## src/rtl/capture_trigger_ctrl.sv

```systemverilog
`default_nettype none
// ============================================================================
// Module   : capture_trigger_ctrl
// Purpose  : Circular pre/post-trigger capture sequencer and channel trigger
//            combiner. Optional forced trigger on timeout: define AUTO_TRIG_EN.
// Revision : 1.0 - initial release
// ============================================================================
module capture_trigger_ctrl #(
    parameter int NUM_CH       = 5,
`ifdef AUTO_TRIG_EN
    parameter int AUTO_TIMEOUT = 1000000,
`endif
    parameter int ADDR_W       = 9
) (
    input  logic              clk,
    input  logic              rst_n,
    input  logic              capture_run,
    input  logic              capture_abort,
    input  logic              smpl_en,
    input  logic [ADDR_W-1:0] trig_pos,
    input  logic [NUM_CH-1:0] ChxTrig,
`ifdef AUTO_TRIG_EN
    output logic              auto_trig,
`endif
    output logic              set_armed,
    output logic              we,
    output logic [ADDR_W-1:0] waddr,
    output logic [ADDR_W-1:0] trig_addr,
    output logic              triggered,
    output logic              capture_done,
    output logic              busy
);

    typedef enum logic [2:0] {
        S_IDLE  = 3'd0,
        S_FILL  = 3'd1,
        S_ARMED = 3'd2,
        S_POST  = 3'd3,
        S_DONE  = 3'd4
    } state_t;

    state_t            state_q, state_d;
    logic [ADDR_W-1:0] waddr_q, waddr_d;
    logic [ADDR_W-1:0] trig_addr_q, trig_addr_d;
    logic [ADDR_W-1:0] trig_pos_l_q, trig_pos_l_d;
    logic [ADDR_W-1:0] pre_cnt_q, pre_cnt_d;
    logic [ADDR_W-1:0] post_cnt_q, post_cnt_d;
    logic              triggered_q, triggered_d;
    logic              capture_done_q, capture_done_d;
    logic              set_armed_q, set_armed_d;

    logic              w_active;
    logic              w_we;
    logic              w_fire;
    logic [ADDR_W-1:0] w_fill_target;
    logic              w_fill_last;
    logic              w_post_last;

`ifdef AUTO_TRIG_EN
    localparam int TMO_W = $clog2(AUTO_TIMEOUT) + 1;
    logic [TMO_W-1:0] tmo_q, tmo_d;
    logic             auto_trig_q, auto_trig_d;
    logic             w_timeout;

    assign w_timeout = (tmo_q == TMO_W'(AUTO_TIMEOUT - 1));
    assign w_fire    = (&ChxTrig) || w_timeout;
`else
    assign w_fire    = &ChxTrig;
`endif

    assign w_active = (state_q == S_FILL) || (state_q == S_ARMED) || (state_q == S_POST);
    assign w_we     = smpl_en && w_active;

    // Two's complement of trig_pos_l equals DEPTH - trig_pos_l for 1..DEPTH-1
    assign w_fill_target = ~trig_pos_l_q + 1'b1;
    assign w_fill_last   = (pre_cnt_q + 1'b1) == w_fill_target;
    assign w_post_last   = (post_cnt_q + 1'b1) == trig_pos_l_q;

    always_comb begin
        state_d        = state_q;
        waddr_d        = w_we ? waddr_q + 1'b1 : waddr_q;
        trig_addr_d    = trig_addr_q;
        trig_pos_l_d   = trig_pos_l_q;
        pre_cnt_d      = pre_cnt_q;
        post_cnt_d     = post_cnt_q;
        triggered_d    = triggered_q;
        capture_done_d = capture_done_q;
        set_armed_d    = set_armed_q;
`ifdef AUTO_TRIG_EN
        tmo_d          = tmo_q;
        auto_trig_d    = auto_trig_q;
`endif
        case (state_q)
            S_IDLE, S_DONE: begin
                if (capture_run) begin
                    trig_pos_l_d   = (trig_pos == '0) ? ADDR_W'(1) : trig_pos;
                    waddr_d        = '0;
                    pre_cnt_d      = '0;
                    triggered_d    = 1'b0;
                    capture_done_d = 1'b0;
`ifdef AUTO_TRIG_EN
                    auto_trig_d    = 1'b0;
`endif
                    state_d        = S_FILL;
                end
            end
            S_FILL: begin
                if (smpl_en) begin
                    pre_cnt_d = pre_cnt_q + 1'b1;
                    if (w_fill_last) begin
                        state_d     = S_ARMED;
                        set_armed_d = 1'b1;
`ifdef AUTO_TRIG_EN
                        tmo_d       = '0;
`endif
                    end
                end
            end
            S_ARMED: begin
`ifdef AUTO_TRIG_EN
                tmo_d = tmo_q + 1'b1;
`endif
                if (w_fire) begin
                    trig_addr_d = waddr_q;
                    triggered_d = 1'b1;
                    set_armed_d = 1'b0;
                    post_cnt_d  = smpl_en ? ADDR_W'(1) : '0;
`ifdef AUTO_TRIG_EN
                    auto_trig_d = ~(&ChxTrig);
`endif
                    // A write in the trigger cycle is post sample #1
                    if (smpl_en && (trig_pos_l_q == ADDR_W'(1))) begin
                        state_d        = S_DONE;
                        capture_done_d = 1'b1;
                    end else begin
                        state_d = S_POST;
                    end
                end
            end
            S_POST: begin
                if (smpl_en) begin
                    post_cnt_d = post_cnt_q + 1'b1;
                    if (w_post_last) begin
                        state_d        = S_DONE;
                        capture_done_d = 1'b1;
                    end
                end
            end
            default: state_d = S_IDLE;
        endcase

        if (capture_abort) begin
            state_d        = S_IDLE;
            waddr_d        = w_we ? waddr_q + 1'b1 : waddr_q;
            trig_addr_d    = trig_addr_q;
            set_armed_d    = 1'b0;
            triggered_d    = 1'b0;
            capture_done_d = 1'b0;
`ifdef AUTO_TRIG_EN
            auto_trig_d    = 1'b0;
`endif
        end
    end

    always_ff @(posedge clk or negedge rst_n) begin
        if (!rst_n) begin
            state_q        <= S_IDLE;
            waddr_q        <= '0;
            trig_addr_q    <= '0;
            trig_pos_l_q   <= '0;
            pre_cnt_q      <= '0;
            post_cnt_q     <= '0;
            triggered_q    <= 1'b0;
            capture_done_q <= 1'b0;
            set_armed_q    <= 1'b0;
`ifdef AUTO_TRIG_EN
            tmo_q          <= '0;
            auto_trig_q    <= 1'b0;
`endif
        end else begin
            state_q        <= state_d;
            waddr_q        <= waddr_d;
            trig_addr_q    <= trig_addr_d;
            trig_pos_l_q   <= trig_pos_l_d;
            pre_cnt_q      <= pre_cnt_d;
            post_cnt_q     <= post_cnt_d;
            triggered_q    <= triggered_d;
            capture_done_q <= capture_done_d;
            set_armed_q    <= set_armed_d;
`ifdef AUTO_TRIG_EN
            tmo_q          <= tmo_d;
            auto_trig_q    <= auto_trig_d;
`endif
        end
    end

    assign set_armed    = set_armed_q;
    assign we           = w_we;
    assign waddr        = waddr_q;
    assign trig_addr    = trig_addr_q;
    assign triggered    = triggered_q;
    assign capture_done = capture_done_q;
    assign busy         = w_active;
`ifdef AUTO_TRIG_EN
    assign auto_trig    = auto_trig_q;
`endif

endmodule

`default_nettype wire

```

## config.mk

```make
export PLATFORM = sky130hd
export DESIGN_NAME = capture_trigger_ctrl
export DESIGN_NICKNAME = d
export VERILOG_FILES = /design/src/rtl/capture_trigger_ctrl.sv
export SDC_FILE = /design/constraint.sdc
export NUM_CORES = 1
export LEC_CHECK = 0
export CORE_MARGIN = 2
export CORE_UTILIZATION = 55
export CTS_CLUSTER_DIAMETER = 120
export CTS_CLUSTER_SIZE = 40
export DETAILED_ROUTE_END_ITERATION = 12
export PLACE_DENSITY = 0.79
export SLEW_MARGIN = 10
export SYNTH_ARGS = -nofsm -noshare
export SYNTH_HDL_FRONTEND = slang
export SYNTH_SLANG_ARGS = --single-unit
```

## constraint.sdc

```tcl
create_clock -name clk -period 3.3 [get_ports clk]
set_clock_uncertainty 0.05 [all_clocks]
set_input_delay 0.825 -clock clk [delete_from_list [all_inputs] [get_ports clk]]
set_output_delay 0.825 -clock clk [all_outputs]
set_load 0.02 [all_outputs]
```

* Word level (Yosys, flattened, before mapping)
Index checks and enable logic that the tools add are counted.
** Operators by class
- Bitwise operators :: 2
- Muxes and demuxes :: 36
- Equal/unequal tests :: 18
- $add $sub $neg :: 4
- Reduce and logical (&&, ||, !) cells :: 21
** Operator list (number)
- $mux 9 :: 9
- $add 9x1->9 const B :: 4
- $pmux 9 s2 :: 2
- $mux 3 :: 8
- $eq 9x9->1 :: 2
- $ne 3x3->1 const B :: 6
- $mux 1 :: 13
- $pmux 3 s4 :: 1
- $reduce_and 6->1 :: 2
- $eq 9x1->1 const B :: 1
- $logic_not 9->1 :: 1
- $not 9->9 :: 1
- $reduce_and 3->1 :: 3
- $ne 2x2->1 const B :: 4
- $reduce_and 7->1 :: 1
- $eq 3x2->1 const B :: 2
- $reduce_bool 3->1 :: 2
- $reduce_and 5->1 :: 1
- $pmux 1 s2 :: 2
- $reduce_and 4->1 :: 1
- $reduce_bool 2->1 :: 2
- $reduce_bool 4->1 :: 1
- $eq 3x1->1 const B :: 1
- $eq 3x3->1 const B :: 1
- other kinds (8) :: 10
** Word-level totals
- Register bits :: 51
- Logic and storage cells :: 90

* Depth between registers and ports, before layout
- Word-level depth :: 8
- Depth in mapped cells :: 8

* Least setup slack after synthesis
No wires, ideal clock.
- Path kind :: in2reg
- Start point :: input port smpl_en
- End point :: register waddr_q[5], in the netlist waddr[5]
- Arrival time :: 2.582 ns
- Buffers on the path :: 0
- Stages :: 4
- Setup time :: 0.078 ns
- Slack :: 0.591 ns
- Data required time :: 3.172 ns
- Cells stage by stage :: nor3b_1 > nand4_1 > or3_1 > a21oi_1
** On the way
- Word-level cells in the longest chain between the ends :: 5
** Ends and longest elaborated chain
- start, declared :: RTL line 19 : input logic smpl_en,
- $logic_and 1x1->1 * :: RTL line 72 : assign w_we = smpl_en && w_active;
- $mux 9 *
- $mux 9 :: RTL line 95 : if (capture_run) begin
- $mux 9 :: RTL line 93 : case (state_q)
- $mux 9 * :: RTL line 152 : if (capture_abort) begin
- via waddr_d[5] :: RTL line 43 : logic [ADDR_W-1:0] waddr_q, waddr_d;
- end signal, assigned :: RTL line 182 : waddr_q <= waddr_d;
- end, declared :: RTL line 43
The timed path passes the listed nets; every way through them passes the cells marked *.
A chain may end at the register's enable or synchronous reset.

* Worst setup path after layout
- Start point :: input port smpl_en
- End point :: output port we
** On the way
- Word-level cells in the longest chain between the ends :: 1
** Ends and longest elaborated chain
- $logic_and 1x1->1 :: RTL line 72
- end, declared :: RTL line 26 : output logic we,
Every way passes these cells.

==> results by group <==
Logic synthesis
  • Synth Area in Simple Gates: between 20% and 30%
  • Synth area leaders: dfrtp_1, mux2_2, o21ai_0
  • Synth Warn #: 0
  • Post-synth EDFFs: 0
  • Main combinational cell family by area after synthesis: simple AND/OR/NAND/NOR gates
  • Mapped Avg Cell Area: 9.45 µm²
  • Async SR Flop Fraction: between 90% and 100%
  • Share of the synthesized area in the top cell type: between 40% and 50%
  • Synth top cells by count: dfrtp_1, o21ai_0, nor2_1
  • Register area share after synthesis: around two fifths
  • Gate Count Post-Synth: 330
  • Seq cells post-synth: 51
  • Count leader, synth: dfrtp_1
  • Post-Synth XOR/XNOR Area: ~8.1%
  • Mapped Nets: roughly 350
  • Post-Synth Adder-Cell Area: 2.01%
  • Compound-gate portion of the synthesized area: 16.9%
  • Post-synthesis mux area share: under 10%
  • Netlist cell types: 56
  • Ys flop type: dfrtp_1
  • Area leader, netlist: dfrtp_1
  • Mapped Area: 0.00312 mm²

Pwr
  • Cell Pwr Density: between 500 and 600 mW/mm²
  • LEAKAGE: about 1.5 nW
  • Max VDD drop: about 0.42 mV

GRT
  • Largest net degree at the start of global routing: 35
  • Initial antenna violation count: 0
  • Remaining global-route overflow: 0
  • First-pass GRT wire length: around 13000 µm
  • Number of global-route vias before repair: approximately 2600
  • Total Routing Usage GR: 25.0%

Setup path
  • Crit path top cell by count: clkdlybuf4s50_1
  • Crit start category: primary input
  • Critical Path Max Stage Delay: around 660 ps
  • CP arrival: around 2200 ps
  • CP endpoint kind: primary output
  • Crit path cell chain: clkdlybuf4s50_1 > nor3b_1 > clkdlybuf4s50_1
  • Critical path buffer and inverter count: 2
  • CP Class: in -> out
  • CP required: between 2000 and 2500 ps
  • CP max-delay cell: clkdlybuf4s50_1
  • Critical path peak fanout: 2
  • Delay-heaviest family, CP: buffers and inverters

Clock network
  • Post_cts resized: 0
  • Cts hold-fix bufs: 0
  • CTS clock-pin slew for the worst setup and hold paths: roughly 90 ps
  • H-tree levels: 2
  • CTS tree: built
  • CTS root buffer: clkbuf_8
  • Clock Sinks: 51
  • Clk_lat worst skew: just over 300 ps
  • Max clock buf depth: 2
  • Number of CTS-inserted buffers: 5
  • Number of post-CTS setup repair buffers: 0

STA
  • Final Max Slew Viols: 0
  • Min Tclk post-route: between 3000 and 4000 ps
  • Final WS setup: about 210 ps
  • Max frequency: about 320 MHz
  • RSZ-0062 raised after global routing: no
  • Slew headroom: about three fifths
  • Endpoints failing setup: 0
  • Post-route setup TNS: 0 ps
  • Final Hold Fails: 0
  • Tcrit/Tclk final: 93.8%
  • Worst slew pin tran: 600 ps

Layout
  • Layout cell share with drive strength beyond 1: 9.78%
  • N_diodes: 0
  • Final core utilization: about two thirds
  • Fill cell count: 430
  • Fin nets: approximately 400
  • P&R area growth vs syn: 18.7%

Detailed routing
  • Via density: about 6.1
  • Via Count: 2677
  • DRC: 0
  • Avg WL per Cell: between 15 and 20 µm
  • Total wire length: a little over 7000 µm
  • First-pass DRT Iterations: 4
  • 1st-iter DRT viols: around 190
  • Post-DRT Antenna Nets: 0

Floorplan
  • FP Rows: 27
  • Die Wd: 79.3 µm
  • Initial Util: between 50% and 60%
  • IO Count: 42
  • Die ar.: ~0.0063 mm²
  • Core Region: between 0.005 and 0.006 mm²
  • Die Height: ~80 µm

Worst hold path
  • HP Class: in -> async

Place
  • Final HPWL DP: ~5300 µm
  • Pre-CTS setup slack: roughly 210 ps
  • Number of port buffers: 41
  • Placer Congestion: 0.914

Outcome
  • Outcome: finished, final reports clean

Run
  • Max_cap viols: 0
## through the flow
stage	power [mW]	instance area [µm²]	std cells	hold slack, ps
2_1_floorplan	1.36	3120	330	409
3_3_place_gp	1.54	3560	432	424
3_5_place_dp	1.56	3560	432	438
4_1_cts	2.09	3700	440	396
5_1_grt	2.21	3700	440	414
6_report	2.08	3700	440	388
## power breakdown
group          total (mW)  leakage (nW)  switching, mW  internal, mW
clock network       0.516        0.0644          0.213         0.302
registers           0.890         0.684          0.182         0.708
logic               0.672         0.735          0.337         0.335
total                2.08          1.48          0.732          1.35
## final cells by class
type | count | area, µm² | share of cell area [%]
Clock buffer | 5 | 68.8 | 1.86
Clock inverter | 3 | 67.6 | 1.83
Inverter | 7 | 26.3 | 0.710
Multi-Input combinational cell | 256 | 1730 | 46.7
Sequential cell | 51 | 1280 | 34.5
Tap cell | 72 | 90.1 | 2.43
Timing Repair Buffer | 46 | 443 | 12.0
## cell families (layout without fill, tap and decap cells)
family          Yosys count  count (layout)
xor+xnor                 27              27
fa+ha+maj                 5               5
simple gates            128             128
buf+inv                  23              61
mux                      18              18
flops                    51              51
compound gates           78              78
## routing by layer
layer / vias to the layer above / track usage [%] / wire length (µm)
met1: 1304 / 37.3 / 3460
met5: - / 0 / 0
met4: 0 / 5.69 / 46
met2: 84 / 38.3 / 3390
li1: 1285 / - / -
met3: 4 / 4.32 / 370
## registers in the layout (all words and copies together), names as in the netlist
register      flops
post_cnt_q        9
pre_cnt_q         9
trig_addr         9
trig_pos_l_q      9
waddr             9
state_q           3
capture_done      1
set_armed         1
triggered         1
## cells in the final DEF (no fill, tap or decap), types with 3 or more instances in the layout
master,synthesis,final
a211oi_1,4,4
a21oi_1,11,11
and2_1,3,3
and3_1,4,4
buf_4,0,5
clkbuf_8,1,5
clkdlybuf4s50_1,0,40
dfrtp_1,51,51
ha_1,5,5
inv_1,7,7
mux2_2,15,15
mux2i_1,3,3
nand2_1,27,27
nand3_1,15,15
nand3b_1,3,3
nand4_1,6,6
nor2_1,28,28
nor3_1,10,10
nor4_1,4,4
o2111ai_1,5,5
o21ai_0,30,30
o31ai_1,6,6
o41ai_1,4,4
or3_1,11,11
xnor2_1,15,15
xor2_1,11,11
## worst paths after layout
| path | depth (start not counted) | from | end | slack [ps] |
|---|---|---|---|---|
| worst min register to register | 2 | trig_addr[7] | trig_addr[7] | 460 |
| worst max register to register | 8 | trig_pos_l_q[0] | state_q[1] | 500 |
| max in group asynchronous | 2 | rst_n | waddr[2] | 2030 |
| min in group clk | 2 | trig_addr[7] | trig_addr[7] | 460 |
| worst min-delay path | 1 | rst_n | trig_pos_l_q[5] | 390 |
| worst max-delay path | 3 | smpl_en | we | 210 |
No activity file was read; power rests on OpenSTA's default activity.
